### config.mk
export PLATFORM = sky130hd
export DESIGN_NAME = vmem_seq_ctrl_flat
export DESIGN_NICKNAME = d
export VERILOG_FILES = /design/src/rtl/vmem_seq_ctrl_if.sv /design/src/rtl/vmem_seq_ctrl.sv /design/src/flat_wrapper.sv
export SDC_FILE = /design/constraint.sdc
export NUM_CORES = 1
export LEC_CHECK = 0
export CAP_MARGIN = 5
export CELL_PAD_IN_SITES_DETAIL_PLACEMENT = 1
export CELL_PAD_IN_SITES_GLOBAL_PLACEMENT = 1
export CORE_MARGIN = 2
export CORE_UTILIZATION = 35
export DETAILED_ROUTE_END_ITERATION = 12
export PLACE_DENSITY_LB_ADDON = 0.05
export SKIP_CTS_REPAIR_TIMING = 1
export SLEW_MARGIN = 20
export SYNTH_ARGS = -nofsm -noshare
export SYNTH_HDL_FRONTEND = slang
export SYNTH_SLANG_ARGS = --single-unit
### constraint.sdc
create_clock -name clk -period 2.9 [get_ports clk]
set_clock_uncertainty 0.05 [all_clocks]
set_input_delay 0.29 -clock clk [delete_from_list [all_inputs] [get_ports clk]]
set_output_delay 0.29 -clock clk [all_outputs]
set_load 0.01 [all_outputs]
### src/rtl/vmem_seq_ctrl_if.sv
// Signal bundle between the EX/MEM register, the vector memory sequencer and the data-memory port.
// The sequencer takes the slave view; the pipeline/memory side takes the master view.
interface vmem_seq_ctrl_if #(
    parameter int unsigned XLEN  = 32,
    parameter int unsigned NELEM = 4
);
    localparam int unsigned VlW = (NELEM > 1) ? $clog2(NELEM) : 1;

    logic                    ex_vmem_valid;
    logic                    ex_memwrite;
    logic [VlW-1:0]          ex_VL;
    logic [XLEN-1:0]         ex_addr;
    logic [NELEM*XLEN-1:0]   ex_vwdata;
    logic                    mem_ack;
    logic [XLEN-1:0]         mem_rdata;
    logic                    stall;
    logic                    mem_req;
    logic                    mem_we;
    logic [XLEN-1:0]         mem_addr;
    logic [XLEN-1:0]         mem_wdata;
    logic [NELEM*XLEN-1:0]   vrdata_out;
    logic                    vdone;

    modport master (
        output ex_vmem_valid, ex_memwrite, ex_VL, ex_addr, ex_vwdata, mem_ack, mem_rdata,
        input  stall, mem_req, mem_we, mem_addr, mem_wdata, vrdata_out, vdone
    );

    modport slave (
        input  ex_vmem_valid, ex_memwrite, ex_VL, ex_addr, ex_vwdata, mem_ack, mem_rdata,
        output stall, mem_req, mem_we, mem_addr, mem_wdata, vrdata_out, vdone
    );
endinterface

### src/rtl/vmem_seq_ctrl.sv
// Splits a vector load/store held in EX/MEM into VL+1 single-word memory requests,
// stalling the front of the pipeline and gathering load data into a packed vector.
module vmem_seq_ctrl #(
    parameter int unsigned XLEN       = 32,
    parameter int unsigned NELEM      = 4,
    parameter int unsigned ELEM_BYTES = 4
) (
    input logic             clk,
    input logic             reset,
    vmem_seq_ctrl_if.slave  bus
);
    localparam int unsigned IdxW = (NELEM > 1) ? $clog2(NELEM) : 1;

    typedef enum logic [1:0] {StIdle, StReq, StDone} state_e;

    state_e                 state_q, state_d;
    logic [IdxW-1:0]        idx_q, idx_d;
    logic [IdxW-1:0]        last_q, last_d;
    logic [IdxW-1:0]        idx_inc;
    logic                   is_store_q, is_store_d;
    logic [XLEN-1:0]        base_q, base_d;
    logic [XLEN-1:0]        addr_q, addr_d;
    logic [XLEN-1:0]        wdata_q, wdata_d;
    logic [NELEM*XLEN-1:0]  vw_q, vw_d;
    logic [NELEM*XLEN-1:0]  vr_q, vr_d;

    always_comb begin
        state_d    = state_q;
        idx_d      = idx_q;
        last_d     = last_q;
        is_store_d = is_store_q;
        base_d     = base_q;
        addr_d     = addr_q;
        wdata_d    = wdata_q;
        vw_d       = vw_q;
        vr_d       = vr_q;
        idx_inc    = idx_q + 1'b1;
        bus.stall  = 1'b0;

        unique case (state_q)
            StIdle: begin
                // Hold the op in EX/MEM on the same edge it is accepted.
                bus.stall = bus.ex_vmem_valid;
                if (bus.ex_vmem_valid) begin
                    base_d     = bus.ex_addr;
                    is_store_d = bus.ex_memwrite;
                    last_d     = bus.ex_VL;
                    vw_d       = bus.ex_vwdata;
                    idx_d      = '0;
                    addr_d     = bus.ex_addr;
                    wdata_d    = bus.ex_vwdata[XLEN-1:0];
                    state_d    = StReq;
                end
            end
            StReq: begin
                bus.stall = 1'b1;
                if (bus.mem_ack) begin
                    if (!is_store_q) begin
                        vr_d[int'(idx_q)*XLEN +: XLEN] = bus.mem_rdata;
                    end
                    if (idx_q == last_q) begin
                        state_d = StDone;
                    end else begin
                        idx_d   = idx_inc;
                        addr_d  = base_q + XLEN'(ELEM_BYTES) * XLEN'(idx_inc);
                        wdata_d = vw_q[int'(idx_inc)*XLEN +: XLEN];
                    end
                end
            end
            StDone: begin
                // Pipeline advances on this edge; a still-asserted valid is the old op.
                state_d = StIdle;
            end
            default: state_d = StIdle;
        endcase
    end

    always_ff @(posedge clk) begin
        if (reset) begin
            state_q    <= StIdle;
            idx_q      <= '0;
            last_q     <= '0;
            is_store_q <= 1'b0;
            base_q     <= '0;
            addr_q     <= '0;
            wdata_q    <= '0;
            vw_q       <= '0;
            vr_q       <= '0;
        end else begin
            state_q    <= state_d;
            idx_q      <= idx_d;
            last_q     <= last_d;
            is_store_q <= is_store_d;
            base_q     <= base_d;
            addr_q     <= addr_d;
            wdata_q    <= wdata_d;
            vw_q       <= vw_d;
            vr_q       <= vr_d;
        end
    end

    assign bus.mem_req    = (state_q == StReq);
    assign bus.mem_we     = (state_q == StReq) && is_store_q;
    assign bus.mem_addr   = addr_q;
    assign bus.mem_wdata  = wdata_q;
    assign bus.vrdata_out = vr_q;
    assign bus.vdone      = (state_q == StDone);
endmodule

### src/flat_wrapper.sv
// flat-port wrapper written by rule: the top's interface ports become plain ports
module vmem_seq_ctrl_flat 
#(
    parameter int unsigned XLEN       = 32,
    parameter int unsigned NELEM      = 4,
    parameter int unsigned ELEM_BYTES = 4
)
  (clk, reset, bus_ex_vmem_valid, bus_ex_memwrite, bus_ex_VL, bus_ex_addr, bus_ex_vwdata, bus_mem_ack, bus_mem_rdata, bus_stall, bus_mem_req, bus_mem_we, bus_mem_addr, bus_mem_wdata, bus_vrdata_out, bus_vdone);
  vmem_seq_ctrl_if #(.XLEN(XLEN), .NELEM(NELEM)) bus_i ();
  input logic clk;
  input logic reset;
  input wire logic [$bits(bus_i.ex_vmem_valid)-1:0] bus_ex_vmem_valid;
  input wire logic [$bits(bus_i.ex_memwrite)-1:0] bus_ex_memwrite;
  input wire logic [$bits(bus_i.ex_VL)-1:0] bus_ex_VL;
  input wire logic [$bits(bus_i.ex_addr)-1:0] bus_ex_addr;
  input wire logic [$bits(bus_i.ex_vwdata)-1:0] bus_ex_vwdata;
  input wire logic [$bits(bus_i.mem_ack)-1:0] bus_mem_ack;
  input wire logic [$bits(bus_i.mem_rdata)-1:0] bus_mem_rdata;
  output wire logic [$bits(bus_i.stall)-1:0] bus_stall;
  output wire logic [$bits(bus_i.mem_req)-1:0] bus_mem_req;
  output wire logic [$bits(bus_i.mem_we)-1:0] bus_mem_we;
  output wire logic [$bits(bus_i.mem_addr)-1:0] bus_mem_addr;
  output wire logic [$bits(bus_i.mem_wdata)-1:0] bus_mem_wdata;
  output wire logic [$bits(bus_i.vrdata_out)-1:0] bus_vrdata_out;
  output wire logic [$bits(bus_i.vdone)-1:0] bus_vdone;
  assign bus_i.ex_vmem_valid = bus_ex_vmem_valid;
  assign bus_i.ex_memwrite = bus_ex_memwrite;
  assign bus_i.ex_VL = bus_ex_VL;
  assign bus_i.ex_addr = bus_ex_addr;
  assign bus_i.ex_vwdata = bus_ex_vwdata;
  assign bus_i.mem_ack = bus_mem_ack;
  assign bus_i.mem_rdata = bus_mem_rdata;
  assign bus_stall = bus_i.stall;
  assign bus_mem_req = bus_i.mem_req;
  assign bus_mem_we = bus_i.mem_we;
  assign bus_mem_addr = bus_i.mem_addr;
  assign bus_mem_wdata = bus_i.mem_wdata;
  assign bus_vrdata_out = bus_i.vrdata_out;
  assign bus_vdone = bus_i.vdone;
  vmem_seq_ctrl #(.XLEN(XLEN), .NELEM(NELEM), .ELEM_BYTES(ELEM_BYTES)) u_core (.clk(clk), .reset(reset), .bus(bus_i));
endmodule
==> summary.txt <==
status: finished clean
Max IR drop VDD: 0.000336 V
minimum clock period: 2.59 ns
CTS Buf Count: 42
die boundary width: 208 um
largest net degree at the start of global routing: 185
finished layout cell area: 20300 um2
RSZ-0062 raised after global routing: false
Crit path max-delay family: compound AO/OA/AOI/OAI gates
number of synthesized flops with an enable pin: 0
CP Max Fanout: 37
Cell Area, Synth: 14500 um2
Top Ports: 395
Die ar.: 43100 um2
Max Fclk: 386 MHz
critical path, cell by cell: buf_4 > xnor2_1 > a311oi_4 > nand3_1 > o221ai_1
PortBufs: 394
Hold WC Path Type: in -> reg
slowest stage cell, crit path: a311oi_4
Avg Cell Area, Syn: 8.10 um2
Clock Tree Buf Depth: 3
Buf+Inv Stages, Crit Path: 1
DR iter-0 viols: 756
max-slew violation count: 0
vias in the first global route: 14300
nets@finish: 2316
Setup WS pre-CTS: 0.0432 ns
clock insertion delay at the later pin of the skew report: 0.55 ns
Max Cap Viol: 0
Primary FF master, synth: dfxtp_1
syn nets: 2000
Final WS setup: 0.308 ns
TritonCTS clock tree: yes
first-pass GRT wire length: 82700 um
hold slack: 0.124 ns
area post-placement: 18900 um2
Avg Vias per Cell: 5.24
TNS Setup: 0 ns
Setup CP Type: reg -> reg
Rows: 74
fillers: 4851
Pwr Total: 12100 uW
Post-Route WL: 52800 um
initial antenna violation count: 10
P per Cell Area: 596 nW/um2
CTS sink cnt: 359
total track usage: 23.9%
Arr. time, crit path: 3.01 ns
CTS Root Cell: clkbuf_16
final setup vio count: 0
Starting Density: 35.5%
Synth Register Bits: 359
Syn Inst Count: 1793
highest cell delay on the worst timing path: 0.61 ns
Synth async-reset ratio: 0%
sequential area share after synthesis: 49.5%
gpl congestion: 0.807
Residual DRC: 0
H-tree depth: 2
WL/cell: 19.7 um
drt pass-1 iters: 5
WP data required: 3.32 ns
die height: 208 um
post-route ant nets: 0
yosys warns: 0
Layout area overhead: 39.6%
final hold violations: 0
CTS clk-pin slew, worst paths: 0.06 ns
CP Launch Type: flip-flop
Slew headroom: 39.1%
measured slew at the worst slew-check pin: 0.914 ns
core area: 40900 um2
share of layout cells above drive strength 1: 6.82%
via count: 14000
Leak: 0.00699 uW
critical path endpoint category: flip-flop
GRT Residual Overflow: 0
Detailed Place HPWL: 35200 um
post-route clock period utilization: 89.4%
Yosys cell types: 52
layout make-up:
cell class | instances | area (um2) | area share, %
Antenna cell | 8 | 20.0 | 0.0987
Clock buffer | 68 | 1250 | 6.16
Clock inverter | 7 | 53.8 | 0.265
Inverter | 6 | 22.5 | 0.111
Multi-Input combinational cell | 1272 | 6780 | 33.4
Sequential cell | 359 | 7190 | 35.4
Tap cell | 532 | 666 | 3.28
Timing Repair Buffer | 428 | 4300 | 21.2
routing by layer:
layer	global-route usage [%]	up-vias	share of wire (%)
met5	0	-	0.072
met4	8.88	6	3.0
met3	4.45	87	5.3
met2	39.3	361	47
met1	31.4	6821	45
li1	-	6755	-
path summary, 6_finish.rpt:
| path | startpoint | endpoint | slack [ns] | cells after the start |
|---|---|---|---|---|
| max reg2reg | u_core.idx_q[0] | u_core.bus.mem_addr[18] | 0.31 | 5 |
| min reg2reg | u_core.bus.vrdata_out[23] | u_core.bus.vrdata_out[23] | 0.40 | 2 |
| min | reset | u_core.vw_q[60] | 0.12 | 2 |
| max | u_core.idx_q[0] | u_core.bus.mem_addr[18] | 0.31 | 5 |
registers in the layout (all words and copies together), names as in the netlist:
name	flops
u_core.idx_q	2
u_core.bus.mem_wdata	32
u_core.is_store_q	1
u_core.bus.vrdata_out	128
u_core.base_q	32
u_core.vw_q	128
u_core.bus.mem_addr	32
u_core.state_q	2
u_core.last_q	2
layout by cell type, fill, tap and decap left out, types with 2 or more instances in the layout:
master and instances:
nor2b_1 2, o221ai_1 2, a311oi_1 36, o31ai_1 3
and4_1 5, xnor2_1 13, a211oi_1 3, clkdlybuf4s50_1 393
ha_1 6, or4_1 2, clkbuf_16 42, nor3b_2 5
o21ai_0 8, buf_4 26, clkbuf_8 10, inv_1 5
and2_1 6, clkbuf_1 16, mux4_2 32, nor2_1 63
a221oi_1 2, xor2_1 12, a31o_2 2, nor3_1 4
nor4_2 2, o22ai_1 5, nand4_1 13, nand2_1 553
and3_1 3, clkinv_2 4, dfxtp_1 358, buf_12 8
diode_2 8, nand3_1 141, a211o_1 10, inv_6 2
a21boi_0 5, a21oi_1 313
cell usage after synthesis (all sizes together), types with 2 or more instances:
cell	number	area (um2)
and4	5	43.8
and3	3	18.8
o22ai	5	31.3
o21ai	9	45.0
or3b	2	17.5
nor2	63	236
o221ai	2	17.5
or4	2	15.0
mux4	32	721
nor3	5	25.0
a211o	10	87.6
nor4b	2	17.5
nor3b	5	42.5
nor2b	2	12.5
xor2	12	105
dfxtp	359	7190
ha	7	87.6
nand4	14	93.8
a311oi	37	324
a21boi	5	37.5
a21oi	313	1570
nand3	141	706
a221oi	2	17.5
o31ai	3	22.5
a31o	2	17.5
a211oi	4	35.0
xnor2	13	114
inv	6	22.5
clkbuf	129	484
nand2	553	2080
nor4	2	25.0
buf	27	129
and2	6	37.5
stage by stage:
step | instances | utilization (%)
CTS | 2672 | 49.5
global placement | 2597 | 46.3
floorplan | 1793 | -
global route | 2677 | 49.5
finish | 2680 | 49.6
detailed placement | 2597 | 46.3
report_power, final:
part / leakage [uW] / switching, uW / internal (uW)
Combinational: 0.00342 / 883 / 782
Clock: 0.000640 / 2080 / 2940
Sequential: 0.00293 / 192 / 5210
Total: 0.00699 / 3160 / 8930
cell families after synthesis:
logic type	count (synthesis)	synth area share [%]
XOR/XNOR	25	1.51
flip-flops	359	49.5
multiplexers	33	5.03
AND/OR/NAND/NOR	807	23.3
adder cells (fa/ha/maj)	8	0.741
AO/OA/AOI/OAI	399	15.6
buffers and inverters	162	4.38
Note: power is estimated with default switching activity, not from simulation.
